**src/rtl/mux_scan_serializer.sv**
```systemverilog
// Serializes one byte at a time by scanning the select of an external 8:1 mux.
// It presents the mux result as a valid/ready serial stream, one bit per transfer.
module mux_scan_serializer #(
   parameter bit LSB_FIRST = 1'b1
) (
   input  logic       clk,
   input  logic       rst,
   input  logic       load_valid,
   output logic       load_ready,
   input  logic [7:0] load_data,
   output logic [7:0] mux_in,
   output logic [2:0] mux_sel,
   input  logic       mux_out,
   output logic       ser_valid,
   input  logic       ser_ready,
   output logic       ser_data,
   output logic       ser_last,
   output logic       busy
);

   localparam logic [2:0] FIRST = LSB_FIRST ? 3'd0 : 3'd7;
   localparam logic [2:0] LAST  = LSB_FIRST ? 3'd7 : 3'd0;

   typedef enum logic {IDLE, SHIFT} state_t;

   state_t state;

   // NOTE: every register in this block uses <=, so all of them see pre-edge values.
   always_ff @(posedge clk) begin
      if (rst) begin
         state      <= IDLE;
         mux_in     <= 8'h00;
         mux_sel    <= FIRST;
         load_ready <= 1'b1;
         ser_valid  <= 1'b0;
         busy       <= 1'b0;
      end else begin
         case (state)
            IDLE: begin
               if (load_valid) begin
                  mux_in     <= load_data;
                  mux_sel    <= FIRST;
                  state      <= SHIFT;
                  load_ready <= 1'b0;
                  ser_valid  <= 1'b1;
                  busy       <= 1'b1;
               end
            end
            SHIFT: begin
               // Without ser_ready nothing moves, so the presented bit holds.
               if (ser_ready) begin
                  if (mux_sel == LAST) begin
                     state      <= IDLE;
                     mux_sel    <= FIRST;
                     load_ready <= 1'b1;
                     ser_valid  <= 1'b0;
                     busy       <= 1'b0;
                  end else if (LSB_FIRST) begin
                     mux_sel <= mux_sel + 3'd1;
                  end else begin
                     mux_sel <= mux_sel - 3'd1;
                  end
               end
            end
            default: state <= IDLE;
         endcase
      end
   end

   // The mux result goes straight out, so no latency is added to the round trip.
   assign ser_data = mux_out & ser_valid;
   assign ser_last = ser_valid && (mux_sel == LAST);

endmodule

```
**config.mk**
```make
export PLATFORM = sky130hd
export DESIGN_NAME = mux_scan_serializer
export DESIGN_NICKNAME = d
export VERILOG_FILES = /design/src/rtl/mux_scan_serializer.sv
export SDC_FILE = /design/constraint.sdc
export NUM_CORES = 1
export LEC_CHECK = 0
export ABC_CLOCK_PERIOD_IN_PS = 1200
export CAP_MARGIN = 20
export CORE_MARGIN = 3
export CORE_UTILIZATION = 30
export CTS_BUF_LIST = sky130_fd_sc_hd__clkbuf_2 sky130_fd_sc_hd__clkbuf_4 sky130_fd_sc_hd__clkbuf_8
export CTS_CLUSTER_SIZE = 12
export DETAILED_ROUTE_END_ITERATION = 10
export SYNTH_ARGS = -nofsm -noshare
export SYNTH_HDL_FRONTEND = slang
export SYNTH_SLANG_ARGS = --single-unit
```
**constraint.sdc**
```tcl
create_clock -name clk -period 1.2 [get_ports clk]
set_input_delay 0.24 -clock clk [delete_from_list [all_inputs] [get_ports clk]]
set_output_delay 0.24 -clock clk [all_outputs]
set_load 0.005 [all_outputs]
```
==> results, run 1 <==
- In this run the horizontal extent of the chip is ~50 um.
- The number of antenna violations at the first check in global routing is 0.
- The cell chosen for the clock root is sky130_fd_sc_hd__clkbuf_4.
- The maximum resistive drop on vdd is approximately 520 uV.
- The worst register-to-register path begins at mux_sel[0].
- Counting flops and latches in the post-synthesis netlist gives 14.
- The compound-cell area share of the yosys netlist is 0.1375.
- Input and output buffers added on the ports amount to 28.
- The yosys synthesis warning count is 0.
- The TritonCTS clock tree is built.
- For hold timing, the worst endpoint is mux_in[6].
- Internal power comes to 0.7878 mW.
- After detailed routing, the average wire length per cell comes to 11.47 um.
- Pin placement for this block handled 29 I/O pins.
- In this run the vertical extent of the chip is between 40 and 50 um.
- The HPWL after detailed placement is 1102 um.
- The final routed DRC violation total is 0.
- The full die area is 2437 sq um.
- The sink count of the clock tree is 14.
- The net switching power is ~0.24 mW.
- The most frequent standard cell in the layout excluding fill and tap cells is sky130_fd_sc_hd__nand2_1.
- The count of nets left with antenna violations after detail routing is 0.
- The final estimated routing congestion in global placement is slightly below 0.7.
- The static leakage power is ~0.45 nW.
- The via count of the first global-routing pass is between 500 and 600.
- For the final database, setup skew stands at between 0.001 and 0.0015 ns.
- The relative slew slack is 0.7752.
- For this configuration, the core starts out at a cell density of 0.3233.
- The share of post-route cells with drive strength above 1 is 0.3679.
- Setup repair after global routing could not meet its margin everywhere.
- The first global-routing pass estimated between 2000 and 2500 um of wire.
- The shortest clock period the worst path allows after layout is between 1 and 1.5 ns.
- The critical path launch point type is a flip-flop.
- Of the total synthesized cell area, the portion taken by XOR and XNOR cells is 0.
- Dividing the final minimum period by the clock period gives 1.178.
- The routed wire length is 1503 um.
- In this run the most critical hold path is launched from mux_in[6].
- The count of final max-slew check failures is 0.
- The capturing element type of the critical path is an output port.
- The cell area that synthesis handed to floorplanning was ~560 sq um.
- The path class of the tightest hold or removal check is reg2reg.
- The iteration count of the initial detailed-routing pass is 3.
- The final worst hold slack is between 0.4 and 0.5 ns.
- The repair_antennas step left the layout with diodes totalling 0.
- The flow ran to the end, but the final reports show violations.
- The highest achievable clock rate is 707.2 MHz.
- Counting cells, the worst reg-to-reg path comes to 6.
- The top cell types in the final layout, fill and taps aside, are sky130_fd_sc_hd__nand2_1, sky130_fd_sc_hd__clkdlybuf4s50_1, sky130_fd_sc_hd__a21oi_1, sky130_fd_sc_hd__dfxtp_2, sky130_fd_sc_hd__dlygate4sd2_1.
- The cell repeated most along the worst path is sky130_fd_sc_hd__ha_4.
- For this design the ratio of total power to cell area is around 1000 nW/um^2.
- When the netlist entered floorplanning its net count stood at just over 80.
- Summed over all layers, the global routing overflow is 0.
- In this run the critical register-to-register path is captured at mux_sel[0].
- The number of CTS-inserted buffers is 3.
- The critical path's largest stage delay is about 0.35 ns.
- The final reports fail on setup timing.
- The number of library cell types mapped by synthesis is 15.
- The sequential element share of the synthesized area is 0.4967.
- OpenSTA, run right after detailed placement, puts the worst setup slack at -0.3234 ns.
- In this run the worst path has a maximum fanout of 2.
- In this run the deepest clock path goes through 2 buffers.
- The clock network fraction of design power is 0.332.
- Clock-pin slew was measured on the worst setup and hold paths at about 0.08 ns.
- For the worst setup path, the data arrival time is about 1.2 ns.
- The number of endpoints with negative hold slack in the final report is 0.
- The total of hold buffers inserted after clock tree synthesis is 0.
- The buffer and inverter count on the worst path is 1.
- The number of maximum-capacitance constraint violations is 0.
- The post-synthesis to final-layout area growth is 80.04%.
- After the first detailed-routing iteration, the DRC count stood at 8.
- Fill cells in the final layout number approximately 160.
- A synthesized cell averages about 8.4 sq um.
- The proportion of power drawn by combinational gates is 0.176.
- The final-report setup violation count is 2.
- The core footprint is 1745 sq um.
- Once routing completed, OpenROAD measured the worst setup slack at -0.2140 ns.
- The signal on the critical path passes through ha_4 -> ha_4 -> and2_4 -> buf_6.
- The class of the most critical setup path is reg2out.
- The via count is slightly below 600.
- STA puts the critical path data required time at 0.96 ns.
- Of the total power, the share spent switching nets is 0.2371.
- The pin count of the biggest net entering global routing is 10.
- The combined global-route utilization of all metal layers is 0.1339.
- The share of total power dissipated in sequential elements is 0.492.
- After synthesis, the largest family of logic cells by area is simple AND/OR/NAND/NOR gates.
- At the pin with the least slew margin, the transition time is 0.3371 ns.
- The number of nets in the finished design is between 100 and 150.
- Across all register-to-register paths, the minimum setup slack is -0.02 ns.
- CTS built an H-tree with a depth of 1.
- The kind of cell adding the most delay to the critical path is flip-flops.
- The post-synthesis share of cell area spent on full adders, half adders and majority gates is 0.04435.
- After floorplanning, the core was divided into 15 placement rows.
- Among all stages on the critical path, the largest delay is contributed by sky130_fd_sc_hd__dfxtp_2.
- The post-synthesis simple-gate area fraction is 0.2439.
- The fraction of synthesized area in multiplexers is 0.01774.
- The clock reaches the later pin of the worst-skew pair after 0.28 ns.
- The worst hold path was traced through 2 stages.
- The synthesized instance count is 67.
- After detailed routing, the number of vias per cell comes to approximately 4.4.
-- layout make-up --
class	count	area (sq um)	share of cell area
Multi-Input combinational cell	48	309.0	0.3042
Timing Repair Buffer	40	345.3	0.3399
Tap cell	25	31.28	0.03079
Clock buffer	4	36.28	0.03571
Sequential cell	14	294.0	0.2894
-- kinds of logic (layout without fill, tap and decap cells) --
group	count (synthesis)	after routing
buffers and inverters	5	44
adders and majority gates	2	2
AOI/OAI and AO/OA	14	14
DFF	14	14
muxes	1	1
and+or+nand+nor	31	31
-- state kept, by name (all words and copies together), names as in the netlist --
name	flops
load_ready	1
mux_sel	3
state	1
busy	1
mux_in	8
-- how the worst max path moves through the flow --
stage                     from    endpoint  slack (ns)  depth (start not counted)
floorplan           mux_sel[0]  mux_sel[0]        0.05                          5
global route        mux_sel[0]    ser_last       -0.26                          4
global placement       mux_out    ser_data       -0.33                          3
finish              mux_sel[0]    ser_last       -0.21                          4
CTS                 mux_sel[1]    ser_last       -0.23                          4
detailed placement     mux_out    ser_data       -0.32                          3
-- power groups by stage --
stage | Combinational (mW) | Sequential (mW) | Clock [mW]
3_3_place_gp | 0.184 | 0.514 | 0
2_1_floorplan | 0.0658 | 0.517 | 0
3_5_place_dp | 0.187 | 0.516 | 0
5_1_grt | 0.201 | 0.512 | 0.378
4_1_cts | 0.178 | 0.508 | 0.359
6_report | 0.182 | 0.508 | 0.342
-- through the flow --
step / util / total power [mW] / setup TNS (ns) / cell area [sq um] / instances
finish: 0.5821 / 1.033 / -0.2359 / 1016 / 131
global route: 0.5821 / 1.091 / -0.3902 / 1016 / 131
CTS: 0.5749 / 1.045 / -0.2612 / 1003 / 131
detailed placement: 0.5297 / 0.7028 / -2.208 / 924.6 / 126
global placement: 0.5297 / 0.6986 / -1.827 / 924.6 / 126
floorplan: - / 0.5823 / 0 / 564.3 / 67
-- Yosys cell counts --
master                     count  area, sq um
sky130_fd_sc_hd__a21oi_1      11        55.05
sky130_fd_sc_hd__a32oi_1       2        17.52
sky130_fd_sc_hd__and2_1        2        12.51
sky130_fd_sc_hd__buf_4         4        30.03
sky130_fd_sc_hd__clkbuf_1      1        3.750
sky130_fd_sc_hd__dfxtp_1      14        280.3
sky130_fd_sc_hd__ha_1          2        25.02
sky130_fd_sc_hd__mux2i_1       1        10.01
sky130_fd_sc_hd__nand2_1      17        63.81
sky130_fd_sc_hd__nand2b_1      1        6.260
sky130_fd_sc_hd__nand3_1       1        5.000
sky130_fd_sc_hd__nor2_1        6        22.52
sky130_fd_sc_hd__nor2b_1       2        12.51
sky130_fd_sc_hd__nor3b_1       2        15.01
sky130_fd_sc_hd__o21ai_0       1        5.000
-- worst min-delay path, cell delays in order (launching register included) --
cell and delay [ns]:
sky130_fd_sc_hd__dfxtp_1 0.31, sky130_fd_sc_hd__nand2_1 0.05, sky130_fd_sc_hd__a21oi_1 0.05
-- metal layers --
metal | routed length, um | vias to the layer above | global-route usage
met5 | 0 | - | 0
met4 | 36 | 0 | 0.09677
met3 | 88 | 4 | 0.03976
met2 | 702 | 18 | 0.2143
met1 | 676 | 258 | 0.1498
li1 | - | 299 | -
-- timing repair --
action,CTS,global route
setup buffers,2,1
pin swaps,6,2
setup endpoints to repair,18,8
resized for setup,49,7
No activity file was read; power rests on OpenSTA's default activity.
==> inputs of run 2 (changes only) <==
--- a/config.mk
+++ b/config.mk
@@ -9,9 +9,9 @@
 export CAP_MARGIN = 20
 export CORE_MARGIN = 3
 export CORE_UTILIZATION = 30
-export CTS_BUF_LIST = sky130_fd_sc_hd__clkbuf_2 sky130_fd_sc_hd__clkbuf_4 sky130_fd_sc_hd__clkbuf_8
 export CTS_CLUSTER_SIZE = 12
 export DETAILED_ROUTE_END_ITERATION = 10
+export DONT_BUFFER_PORTS = 1
 export SYNTH_ARGS = -nofsm -noshare
 export SYNTH_HDL_FRONTEND = slang
 export SYNTH_SLANG_ARGS = --single-unit
==> run 2 against run 1 <==
The run still ends with setup timing left; global-route usage fell by 3.7 points; wire length fell by 20%; die area did not move; combinational power fell by 59%; sequential power barely moved; worst hold slack got worse by 0.43 ns; sequential share of layout area rose by 13 points; utilization fell by 20 points; register-to-register slack barely moved.
==> results, run 2 (synthesis results as in run 1) <==
- For the worst setup path, the data required time is between 0.9 and 1 ns.
- Dividing the final minimum period by the clock period gives 1.089.
- The placement row count is 15.
- The setup slack at placement is 0.006953 ns.
- The cell repeated most along the worst path is sky130_fd_sc_hd__ha_4.
- The number of endpoints with negative hold slack in the final report was 0.
- The initial core utilization is 0.3233.
- The TritonCTS clock tree is built.
- Power spread over the standard cell area amounts to ~1200 nW/um^2.
- The iteration count of the initial detailed-routing pass is 3.
- The full die area is approximately 2400 sq um.
- The share of post-route cells with drive strength above 1 is 0.2394.
- The detail route stage leaves a number of antenna-violating nets equal to 0.
- STA classifies the critical path startpoint as a flip-flop.
- The clock arrives with 0.006326 ns of skew.
- The post-DP HPWL is 853.5 um.
- The via count of the first global-routing pass came to 364.
- For this design, the sink count on the clock tree is 14.
- The smallest clock period supported by the final layout is computed as 1.306 ns.
- The number of CTS-inserted buffers is 3.
- The remaining global-route overflow is 0.
- Together, buffers and inverters on the worst path number 0.
- In the final layout, the registers with the most flip-flops are mux_in x8, mux_sel x3.
- The cell chosen for the clock root is sky130_fd_sc_hd__clkbuf_4.
- The final reports fail on setup timing.
- The run finished, with violations left.
- The kind of cell adding the most delay to the critical path is flip-flops.
- Static timing analysis puts the maximum clock frequency at ~770 MHz.
- Hold timing on the final database bottoms out at a slack of 0.02527 ns.
- The number of levels in the clock H-tree is 1.
- The worst path arrival time is approximately 1.1 ns.
- For this design the static power due to leakage is 0.2561 nW.
- The worst-case IR drop observed on VDD is 389.3 uV.
- The wire length of the first global-routing pass is approximately 1900 um.
- The total power of the final layout is 0.8342 mW.
- The most frequent standard cell in the layout excluding fill and tap cells is sky130_fd_sc_hd__nand2_1.
- The core region is approximately 1700 sq um.
- The final antenna diode count is 0.
- During placement, the flow inserted port buffers numbering 0.
- The relative slew slack is 0.7719.
- Setup violations remaining at the end of the flow were counted as 2.
- After the last flow step, the layout net total stands at 88.
- In the routed design, unresolved DRC markers number 0.
- The routed length on met2 is between 600 and 700 um.
- Compared with the post-synthesis result, the final layout area differs by 18.85%.
- The worst setup path is of the reg2out kind.
- The number of antenna violations at the first check in global routing came to 0.
- The register with the most flip-flops in the final layout is mux_in.
- In this run the top signal layer used is met4.
- At the pin with the least slew margin, the transition time is approximately 0.34 ns.
- In this design, the stage delay of the slowest critical-path cell is around 0.34 ns.
- The clock reaches the later pin of the worst-skew pair after around 0.26 ns.
- At the end of routability-driven placement, the weighted congestion stood at a little under 0.6.
- The register with the most flip-flops in the layout has 8 of them.
- The via count is approximately 460.
- The count of final max-slew check failures is 0.
- Setup repair after global routing could not meet its margin everywhere.
- The number of ports placed on the die boundary is 29.
- Traced cell by cell, the critical path runs through ha_4 -> ha_4 -> and2_4.
- The clock transition at the registers of the reported paths is roughly 0.08 ns.
- The combined global-route utilization of all metal layers is 0.09675.
- Wire segments on met3 add up to 112 um in the final route.
- The total negative slack for setup checks is -0.1400 ns.
- For this run, the share of the core covered by cells in the final layout is 0.3842.
- In the final routed layout, each cell accounts on average for between 10 and 15 um.
- The number of buffers between clock root and the deepest sink is 2.
- STA classifies the critical path endpoint as an output port.
- The top cell types in the final layout, fill and taps aside, are sky130_fd_sc_hd__nand2_1, sky130_fd_sc_hd__a21oi_1, sky130_fd_sc_hd__dfxtp_1, sky130_fd_sc_hd__nor2_1, sky130_fd_sc_hd__buf_4.
- Counting the fill cells in the layout gives about 190.
- The number of DRC markers in iteration 0 is 7.
- The tool flagged a number of max-cap violations equal to 0.
- The die is roughly 49 um wide.
- Entering global routing, the biggest net connects 16 pins.
- In this run the worst hold path is classified as in2reg.
- For this block, wires on met1 add up to approximately 470 um.
- The routed wire length is 1196 um.
- The die is between 40 and 50 um tall.
- Of all nets on the critical path, the largest fanout is 2.
- Setup slack on the critical path of the routed design comes to -0.1064 ns.
- In the routed layout, each cell is associated on average with a via count of 4.760.
- On the critical path, the stage with the largest delay is an instance of sky130_fd_sc_hd__dfxtp_2.
run 2: changes by cell type in the layout (fill, tap and decap cells not counted), moves of 2 or more:
cell and change:
sky130_fd_sc_hd__buf_4 -4, sky130_fd_sc_hd__dfxtp_2 -8, sky130_fd_sc_hd__dlygate4sd2_1 -11, sky130_fd_sc_hd__buf_6 -3, sky130_fd_sc_hd__buf_2 -2, sky130_fd_sc_hd__clkdlybuf4s50_1 -12, sky130_fd_sc_hd__clkbuf_2 -2, sky130_fd_sc_hd__dfxtp_1 +8
run 2: path summary, 6_finish.rpt:
check                   from         end  slack [ns]  cells past startpoint
setup / recovery  mux_sel[0]    ser_last       -0.11                      3
hold / removal           rst  mux_sel[0]        0.03                      1
setup reg to reg  mux_sel[0]  mux_sel[0]       -0.03                      6
hold reg to reg    mux_in[0]   mux_in[0]        0.47                      2
run 2: stage by stage:
step / cells / area, sq um
detailed placement: 92 / 599.3
finish: 96 / 670.6
global placement: 92 / 599.3
global route: 96 / 670.6
floorplan: 67 / 564.3
CTS: 96 / 664.4
run 2: layout make-up:
class | count | area (sq um) | area share
Clock buffer | 3 | 22.52 | 0.03358
Multi-Input combinational cell | 48 | 287.8 | 0.4291
Sequential cell | 14 | 284.0 | 0.4235
Tap cell | 25 | 31.28 | 0.04664
Timing Repair Buffer | 6 | 45.04 | 0.06716
run 2: repair_timing:
action	in CTS	in global routing
pin swaps	1	1
hold buffers	0	0
setup buffers	1	0
endpoints found under the setup margin	2	4
gates cloned	0	0
resized for setup	9	2
run 2: layer usage:
layer,GRT usage,vias to the layer above
li1,-,228
met1,0.1136,212
met2,0.1585,15
met3,0.04281,2
met4,0.02765,0
met5,0,-
run 2: where the power goes:
group	internal, mW	leakage (nW)	switching, mW	total [mW]
Combinational	0.0366	0.126	0.0374	0.0740
Clock	0.116	0.0138	0.134	0.249
Sequential	0.491	0.117	0.0204	0.511
Total	0.643	0.256	0.191	0.834
run 2: worst reg2reg max path, cell delays in order, from the launching register on:
cell and delay (ns):
sky130_fd_sc_hd__dfxtp_2 0.34, sky130_fd_sc_hd__ha_4 0.16, sky130_fd_sc_hd__ha_4 0.15, sky130_fd_sc_hd__buf_4 0.13
sky130_fd_sc_hd__nor3b_2 0.17, sky130_fd_sc_hd__o21ai_1 0.08, sky130_fd_sc_hd__a21oi_1 0.13
